<file path="src/rtl/wb_snoop_responder_pkg.sv">
// Shared definitions for the per-core snoop responder: snoop request
// encodings (common with the arbiter) and the one-hot FSM state codes.
package wb_snoop_responder_pkg;

  // Snoop request type as driven by the arbiter on snoop_type_i.
  localparam logic SNOOP_TYPE_IDLE = 1'b0;
  localparam logic SNOOP_TYPE_READ = 1'b1;

  // One-hot state encodings; an illegal code falls back to IDLE.
  typedef enum logic [4:0] {
    ST_IDLE  = 5'b00001,
    ST_REQ   = 5'b00010,
    ST_WAIT  = 5'b00100,
    ST_RESP  = 5'b01000,
    ST_DRAIN = 5'b10000
  } state_e;

  // True when the arbiter is presenting a read snoop.
  function automatic logic is_read(input logic snoop_type);
    return snoop_type == SNOOP_TYPE_READ;
  endfunction

endpackage

</file>
<file path="src/rtl/wb_snoop_responder_if.sv">
// Snoop bus (arbiter side) and cache lookup port (cache side) seen by one
// snoop responder. Signal suffixes are from the responder's point of view.
interface wb_snoop_responder_if #(
  parameter int aw = 32,
  parameter int dw = 32
);
  // Arbiter snoop bus
  logic [aw-1:0] snoop_adr_i;
  logic          snoop_type_i;
  logic          snoop_en_i;
  logic          snoop_ack_o;
  logic          snoop_hit_o;
  logic [dw-1:0] snoop_dat_o;

  // Cache lookup port
  logic          lkp_req_o;
  logic [aw-1:0] lkp_adr_o;
  logic          lkp_gnt_i;
  logic          lkp_valid_i;
  logic          lkp_hit_i;
  logic [dw-1:0] lkp_dat_i;

  // The responder itself.
  modport slave (
    input  snoop_adr_i, snoop_type_i, snoop_en_i,
    input  lkp_gnt_i, lkp_valid_i, lkp_hit_i, lkp_dat_i,
    output snoop_ack_o, snoop_hit_o, snoop_dat_o,
    output lkp_req_o, lkp_adr_o
  );

  // The environment: arbiter plus cache.
  modport master (
    output snoop_adr_i, snoop_type_i, snoop_en_i,
    output lkp_gnt_i, lkp_valid_i, lkp_hit_i, lkp_dat_i,
    input  snoop_ack_o, snoop_hit_o, snoop_dat_o,
    input  lkp_req_o, lkp_adr_o
  );

endinterface

</file>
<file path="src/rtl/wb_snoop_responder_sat_cnt.sv">
// Saturating up-counter for debug statistics: sticks at all-ones.
module wb_snoop_sat_cnt #(
  parameter int W = 16
) (
  input  logic         wb_clk_i,
  input  logic         wb_rst_i,
  input  logic         inc_i,
  output logic [W-1:0] cnt_o
);

  logic [W-1:0] cnt_d, cnt_q;

  // Next count: advance on inc_i unless already saturated.
  always_comb begin
    cnt_d = cnt_q;
    if (inc_i && (cnt_q != '1)) begin
      cnt_d = cnt_q + W'(1);
    end
  end

  // Count register with synchronous reset.
  always_ff @(posedge wb_clk_i) begin
    if (wb_rst_i) begin
      cnt_q <= '0;
    end else begin
      cnt_q <= cnt_d;
    end
  end

  assign cnt_o = cnt_q;

endmodule

</file>
<file path="src/rtl/wb_snoop_responder.sv">
// Per-core snoop responder: takes a level-held read snoop from the arbiter,
// arbitrates for the data cache lookup port, waits for the tag/data result
// and answers with ack/hit/data held until the arbiter drops the request.
module wb_snoop_responder
  import wb_snoop_responder_pkg::*;
#(
  parameter int aw    = 32,
  parameter int dw    = 32,
  parameter int CNT_W = 16
) (
  input  logic                 wb_clk_i,
  input  logic                 wb_rst_i,
  wb_snoop_responder_if.slave  bus,
  output logic [CNT_W-1:0]     snoop_cnt_o,
  output logic [CNT_W-1:0]     hit_cnt_o
);

  state_e        state_d, state_q;
  logic          req_d, req_q;
  logic [aw-1:0] adr_d, adr_q;
  logic          ack_d, ack_q;
  logic          hit_d, hit_q;
  logic [dw-1:0] dat_d, dat_q;
  logic          snoop_inc, hit_inc;

  // Next-state and next-output logic for the snoop FSM.
  always_comb begin
    // NOTE: every variable gets a default before the case so that no path
    // leaves it unassigned, which would otherwise infer a latch.
    state_d = state_q;
    req_d   = req_q;
    adr_d   = adr_q;
    ack_d   = ack_q;
    hit_d   = hit_q;
    dat_d   = dat_q;

    case (state_q)
      ST_IDLE: begin
        if (is_read(bus.snoop_type_i)) begin
          adr_d = bus.snoop_adr_i;
          if (bus.snoop_en_i) begin
            state_d = ST_REQ;
            req_d   = 1'b1;
          end else begin
            // Cache disabled: answer a miss straight away.
            state_d = ST_RESP;
            ack_d   = 1'b1;
            hit_d   = 1'b0;
            dat_d   = '0;
          end
        end
      end

      ST_REQ: begin
        // A grant in the same cycle as the abort still wins: the cache has
        // committed to the lookup, so it has to be followed through.
        if (bus.lkp_gnt_i) begin
          state_d = ST_WAIT;
          req_d   = 1'b0;
        end else if (!is_read(bus.snoop_type_i)) begin
          state_d = ST_IDLE;
          req_d   = 1'b0;
        end
      end

      ST_WAIT: begin
        if (bus.lkp_valid_i) begin
          state_d = ST_RESP;
          ack_d   = 1'b1;
          hit_d   = bus.lkp_hit_i;
          dat_d   = bus.lkp_hit_i ? bus.lkp_dat_i : '0;
        end else if (!is_read(bus.snoop_type_i)) begin
          // Lookup already issued; its result must still be swallowed.
          state_d = ST_DRAIN;
        end
      end

      ST_DRAIN: begin
        if (bus.lkp_valid_i) begin
          state_d = ST_IDLE;
        end
      end

      ST_RESP: begin
        if (!is_read(bus.snoop_type_i)) begin
          state_d = ST_IDLE;
          ack_d   = 1'b0;
          hit_d   = 1'b0;
          dat_d   = '0;
        end
      end

      default: begin
        state_d = ST_IDLE;
        req_d   = 1'b0;
        ack_d   = 1'b0;
        hit_d   = 1'b0;
        dat_d   = '0;
      end
    endcase
  end

  // Statistics fire on each entry into RESP.
  assign snoop_inc = (state_d == ST_RESP) && (state_q != ST_RESP);
  assign hit_inc   = snoop_inc && hit_d;

  // FSM state and registered outputs.
  always_ff @(posedge wb_clk_i) begin
    // NOTE: sequential state uses non-blocking assignments so every flop
    // samples the pre-edge values regardless of statement order.
    if (wb_rst_i) begin
      state_q <= ST_IDLE;
      req_q   <= 1'b0;
      adr_q   <= '0;
      ack_q   <= 1'b0;
      hit_q   <= 1'b0;
      dat_q   <= '0;
    end else begin
      state_q <= state_d;
      req_q   <= req_d;
      adr_q   <= adr_d;
      ack_q   <= ack_d;
      hit_q   <= hit_d;
      dat_q   <= dat_d;
    end
  end

  assign bus.lkp_req_o   = req_q;
  assign bus.lkp_adr_o   = adr_q;
  assign bus.snoop_ack_o = ack_q;
  assign bus.snoop_hit_o = hit_q;
  assign bus.snoop_dat_o = dat_q;

  wb_snoop_sat_cnt #(.W(CNT_W)) u_snoop_cnt (
    .wb_clk_i (wb_clk_i),
    .wb_rst_i (wb_rst_i),
    .inc_i    (snoop_inc),
    .cnt_o    (snoop_cnt_o)
  );

  wb_snoop_sat_cnt #(.W(CNT_W)) u_hit_cnt (
    .wb_clk_i (wb_clk_i),
    .wb_rst_i (wb_rst_i),
    .inc_i    (hit_inc),
    .cnt_o    (hit_cnt_o)
  );

endmodule
</file>
<file path="src/flat_wrapper.sv">
// flat-port wrapper written by rule: the top's interface ports become plain ports
module wb_snoop_responder_flat import wb_snoop_responder_pkg::*;
#(
  parameter int aw    = 32,
  parameter int dw    = 32,
  parameter int CNT_W = 16
)
  (wb_clk_i, wb_rst_i, snoop_cnt_o, hit_cnt_o, bus_snoop_adr_i, bus_snoop_type_i, bus_snoop_en_i, bus_lkp_gnt_i, bus_lkp_valid_i, bus_lkp_hit_i, bus_lkp_dat_i, bus_snoop_ack_o, bus_snoop_hit_o, bus_snoop_dat_o, bus_lkp_req_o, bus_lkp_adr_o);
  wb_snoop_responder_if #(.aw(aw), .dw(dw)) bus_i ();
  input  logic wb_clk_i;
  input  logic wb_rst_i;
  output logic [CNT_W-1:0] snoop_cnt_o;
  output logic [CNT_W-1:0] hit_cnt_o;
  input wire logic [$bits(bus_i.snoop_adr_i)-1:0] bus_snoop_adr_i;
  input wire logic [$bits(bus_i.snoop_type_i)-1:0] bus_snoop_type_i;
  input wire logic [$bits(bus_i.snoop_en_i)-1:0] bus_snoop_en_i;
  input wire logic [$bits(bus_i.lkp_gnt_i)-1:0] bus_lkp_gnt_i;
  input wire logic [$bits(bus_i.lkp_valid_i)-1:0] bus_lkp_valid_i;
  input wire logic [$bits(bus_i.lkp_hit_i)-1:0] bus_lkp_hit_i;
  input wire logic [$bits(bus_i.lkp_dat_i)-1:0] bus_lkp_dat_i;
  output wire logic [$bits(bus_i.snoop_ack_o)-1:0] bus_snoop_ack_o;
  output wire logic [$bits(bus_i.snoop_hit_o)-1:0] bus_snoop_hit_o;
  output wire logic [$bits(bus_i.snoop_dat_o)-1:0] bus_snoop_dat_o;
  output wire logic [$bits(bus_i.lkp_req_o)-1:0] bus_lkp_req_o;
  output wire logic [$bits(bus_i.lkp_adr_o)-1:0] bus_lkp_adr_o;
  assign bus_i.snoop_adr_i = bus_snoop_adr_i;
  assign bus_i.snoop_type_i = bus_snoop_type_i;
  assign bus_i.snoop_en_i = bus_snoop_en_i;
  assign bus_i.lkp_gnt_i = bus_lkp_gnt_i;
  assign bus_i.lkp_valid_i = bus_lkp_valid_i;
  assign bus_i.lkp_hit_i = bus_lkp_hit_i;
  assign bus_i.lkp_dat_i = bus_lkp_dat_i;
  assign bus_snoop_ack_o = bus_i.snoop_ack_o;
  assign bus_snoop_hit_o = bus_i.snoop_hit_o;
  assign bus_snoop_dat_o = bus_i.snoop_dat_o;
  assign bus_lkp_req_o = bus_i.lkp_req_o;
  assign bus_lkp_adr_o = bus_i.lkp_adr_o;
  wb_snoop_responder #(.aw(aw), .dw(dw), .CNT_W(CNT_W)) u_core (.wb_clk_i(wb_clk_i), .wb_rst_i(wb_rst_i), .bus(bus_i), .snoop_cnt_o(snoop_cnt_o), .hit_cnt_o(hit_cnt_o));
endmodule
</file>
<file path="config.mk">
export PLATFORM = sky130hd
export DESIGN_NAME = wb_snoop_responder_flat
export DESIGN_NICKNAME = d
export VERILOG_FILES = /design/src/rtl/wb_snoop_responder_pkg.sv /design/src/rtl/wb_snoop_responder_if.sv /design/src/rtl/wb_snoop_responder_sat_cnt.sv /design/src/rtl/wb_snoop_responder.sv /design/src/flat_wrapper.sv
export SDC_FILE = /design/constraint.sdc
export NUM_CORES = 1
export LEC_CHECK = 0
export CAP_MARGIN = 40
export CELL_PAD_IN_SITES_DETAIL_PLACEMENT = 0
export CELL_PAD_IN_SITES_GLOBAL_PLACEMENT = 1
export CORE_MARGIN = 2
export CORE_UTILIZATION = 35
export CTS_CLUSTER_DIAMETER = 120
export CTS_CLUSTER_SIZE = 25
export DETAILED_ROUTE_END_ITERATION = 7
export GPL_ROUTABILITY_DRIVEN = 0
export GPL_TIMING_DRIVEN = 0
export MAX_ROUTING_LAYER = met4
export PLACE_DENSITY_LB_ADDON = 0.1
export SETUP_SLACK_MARGIN = 0.5
export SYNTH_ARGS = -nofsm -noshare
export SYNTH_HDL_FRONTEND = slang
export SYNTH_SLANG_ARGS = --single-unit
</file>
<file path="constraint.sdc">
create_clock -name wb_clk_i -period 5.29 [get_ports wb_clk_i]
set_clock_uncertainty 0.05 [all_clocks]
set_input_delay 0.7935 -clock wb_clk_i [delete_from_list [all_inputs] [get_ports wb_clk_i]]
set_output_delay 0.7935 -clock wb_clk_i [all_outputs]
set_load 0.01 [all_outputs]
</file>
==> impl_metrics.csv <==
group,metric,value,unit
synth,ys_types,54,
synth,synth_area_leaders,"dfxtp_1, nand2_1, mux2i_1",
synth,syn_avg_cell_area,8.69,µm²
clocking,path_clk_slew,0.07,ns
routing,drc,0,
clocking,htree_levels,3,
synth,yosysWarnings,0,
global_routing,antenna_found_initial,0,
critical_path,cp_common_cell,"clkbuf_1",
routing,wl_per_cell,14.0,µm
routing,dr.first_iter.drc_count,139,
die,core,12700,µm²
clocking,cts_tree,"built",
critical_path,critPathCaptureType,"flop",
layout,layout-drive-gt1-share,6.46,%
synth,ys_seq_area_share,45.4,%
synth,yosysTopAreaCell,"dfxtp_1",
layout,design_area,6800,µm²
routing,first_pass_iters,4,
global_routing,grt_remaining_overflow,0,
pwr,irDropWorstVdd,0.000216,V
placement,io_buffers,168,
layout,fin_nets,780,
placement,dp_slack,2.35,ns
die,fp-row-count,41,
run_status,status,"completed",
die,die-width,118,µm
synth,synth_ff_type,"dfxtp_1",
global_routing,grt_pass1_wl,20.2,mm
timing,slew_viol_final,0,
critical_path,worst_ep_arrival_time,2.78,ns
die,pin_count,170,
clocking,clock_sinks,104,
critical_path,cp_slowest_stage_delay,0.46,ns
timing,relSlewSlack,64.2,%
pwr,p_leak,2.44,nW
flow_run,maxCapViolations,0,
die,start_util,36.1,%
routing,routed_wl,12.4,mm
clocking,hold_buffers,0,
timing,setup_tns,0,ns
synth,ys_seq_elements,104,
timing,rsz0062_at_grt,"no",
synth,syn-num-nets,601,
worst_hold_path,hold_path.startpoint,"u_core.bus.lkp_adr_o[23]",
timing,tightest_slew,0.535,ns
synth,synth_top_area_share,45.4,%
clocking,cts_resized,0,
timing,setup_viol,0,
timing,layout_min_cycle_time,2.55,ns
timing,setup_ws,2.74,ns
synth,synthesis.area,4590,µm²
global_routing,grt_max_degree,17,
critical_path,crit_path_end,"u_core.bus.snoop_dat_o[24]",
routing,vias,4275,
die,die-height,118,µm
routing,via_per_inst,4.84,
critical_path,reg2reg_depth,7,
clocking,clock_latency,0.34,ns
placement,post-dp-hpwl,9.26,mm
synth,ys_async_sr_fraction,0,%
critical_path,r2r_setup_slack,3.16,ns
worst_hold_path,hp-class,"flop to flop",
layout,fillers,1283,
synth,synth-edff-count,0,
critical_path,cp.required,5.51,ns
layout,multi_input_area,2280,µm²
synth,synthCells,528,
critical_path,rr_startpoint,"u_core.state_q[3]",
clocking,numCtsBuffers,9,
timing,fmax,392,MHz
critical_path,slowest_stage,"nor3b_1",
clocking,post_cts_buffers,0,
critical_path,path_cells,"clkdlybuf4s50_1 -> nor3b_1 -> and4_1 -> clkbuf_1 -> clkbuf_1 -> nand2_1 -> mux2i_1",
placement,dpl_cell_area,6480,µm²
timing,period_share,48.3,%
layout,antennaDiodeCount,0,
die,die_area,14000,µm²
global_routing,grt_pass1_vias,4127,
timing,hold_viol,0,
critical_path,critPathLaunchType,"primary input",
layout,seqCellArea,2080,µm²
clocking,cts_root_buf,"clkbuf_16",
global_routing,track_usage,18.0,%
synth,synth_common_cells,"nand2_1, dfxtp_1, a21oi_1, nor2_1, mux2i_1",
routing,antenna_left,0,
clocking,clockBufferDepth,2,
critical_path,worstSetupPathType,"primary input to flop",
layout,area_delta_synth_final,48.2,%
synth,yosysMostFrequentCell,"nand2_1",
pwr,p_per_area,266,nW/µm²
critical_path,worstPathMaxFanout,10,
critical_path,startpoint,"bus_lkp_hit_i",
critical_path,r2r-end,"u_core.bus.snoop_dat_o[24]",
cell families (layout without fill, tap and decap cells):
family          Yosys count  count (layout)  share of synthesized area, %
fa+ha+maj                 2               2                         0.545
mux                      35              35                          7.67
flops                   104             104                          45.4
buf+inv                  38             222                          4.99
simple gates            257             257                          27.4
compound gates           67              67                          9.27
xor+xnor                 25              25                          4.77
through the flow:
stage	cells	hold slack (ns)	utilization, %	total power [mW]
floorplan	528	0.431	-	0.992
global placement	868	0.392	51.0	1.12
detailed placement	868	0.395	51.0	1.12
CTS	884	0.405	53.4	1.84
global route	884	0.423	53.4	1.89
finish	884	0.403	53.4	1.81
critical path, delay by kind of cell:
kind,cells,cell delay [ns]
muxes,1,0.14
buffers and inverters,3,1.02
and+or+nand+nor,3,0.82
layer usage:
| layer | GRT usage [%] | wire length [µm] | vias up |
|---|---|---|---|
| li1 | - | - | 2158 |
| met1 | 22.3 | 5720 | 1992 |
| met2 | 29.2 | 5870 | 116 |
| met3 | 4.83 | 677 | 9 |
| met4 | 4.84 | 133 | 0 |
| met5 | - | 0 | - |
layout by cell type (no fill, tap or decap), types with 2 or more instances in the layout:
| cell | instances |
|---|---|
| or3_1 | 3 |
| nor3_1 | 10 |
| inv_1 | 4 |
| nand2_1 | 140 |
| o211ai_1 | 3 |
| clkdlybuf4s50_1 | 168 |
| and4_1 | 5 |
| clkbuf_16 | 9 |
| nor4b_1 | 2 |
| o21a_1 | 4 |
| nor3b_1 | 3 |
| buf_2 | 9 |
| buf_12 | 3 |
| nor2_1 | 37 |
| dfxtp_1 | 104 |
| bufinv_16 | 2 |
| o21ai_0 | 7 |
| nor2b_1 | 2 |
| a31o_2 | 2 |
| a21oi_1 | 40 |
| buf_4 | 3 |
| clkbuf_1 | 18 |
| and3_1 | 8 |
| nor4_4 | 2 |
| mux2i_1 | 34 |
| xnor2_1 | 15 |
| ha_1 | 2 |
| nor4_1 | 4 |
| nor4_2 | 3 |
| nand4_1 | 16 |
| nand3_1 | 7 |
| nand2b_1 | 2 |
| buf_6 | 2 |
| xor2_1 | 10 |
| and2_1 | 4 |
worst min path at each step:
stage / endpoint / slack [ns] / cells past startpoint
after floorplan: u_core.bus.lkp_adr_o[0] / 0.43 / 2
after global placement: u_core.bus.lkp_adr_o[6] / 0.39 / 2
after detailed placement: u_core.bus.lkp_adr_o[29] / 0.40 / 2
after CTS: u_core.bus.lkp_adr_o[29] / 0.40 / 2
after global routing: u_core.bus.lkp_adr_o[2] / 0.42 / 2
final: u_core.bus.lkp_adr_o[23] / 0.40 / 2
state kept, by name (all words and copies together) (netlist names):
name and cells:
u_core.bus.lkp_adr_o 32, u_core.u_snoop_cnt.cnt_o 16, u_core.bus.lkp_req_o 1, u_core.bus.snoop_ack_o 1, u_core.u_hit_cnt.cnt_o 16, u_core.bus.snoop_dat_o 32, u_core.state_q 5, u_core.bus.snoop_hit_o 1
where the power goes:
| part | total [mW] | switching, mW | internal, mW |
|---|---|---|---|
| clock network | 0.705 | 0.290 | 0.415 |
| logic | 0.284 | 0.133 | 0.151 |
| registers | 0.819 | 0.0123 | 0.807 |
final cells by class:
class / instances / area share, %
multi-input combinational: 386 / 33.5
sequential: 104 / 30.6
timing repair buffer: 168 / 24.7
clock buffer: 11 / 3.42
tap: 172 / 3.17
buffer: 34 / 3.15
clock inverter: 5 / 1.20
inverter: 4 / 0.221
Power figures use the tool's default switching activity.
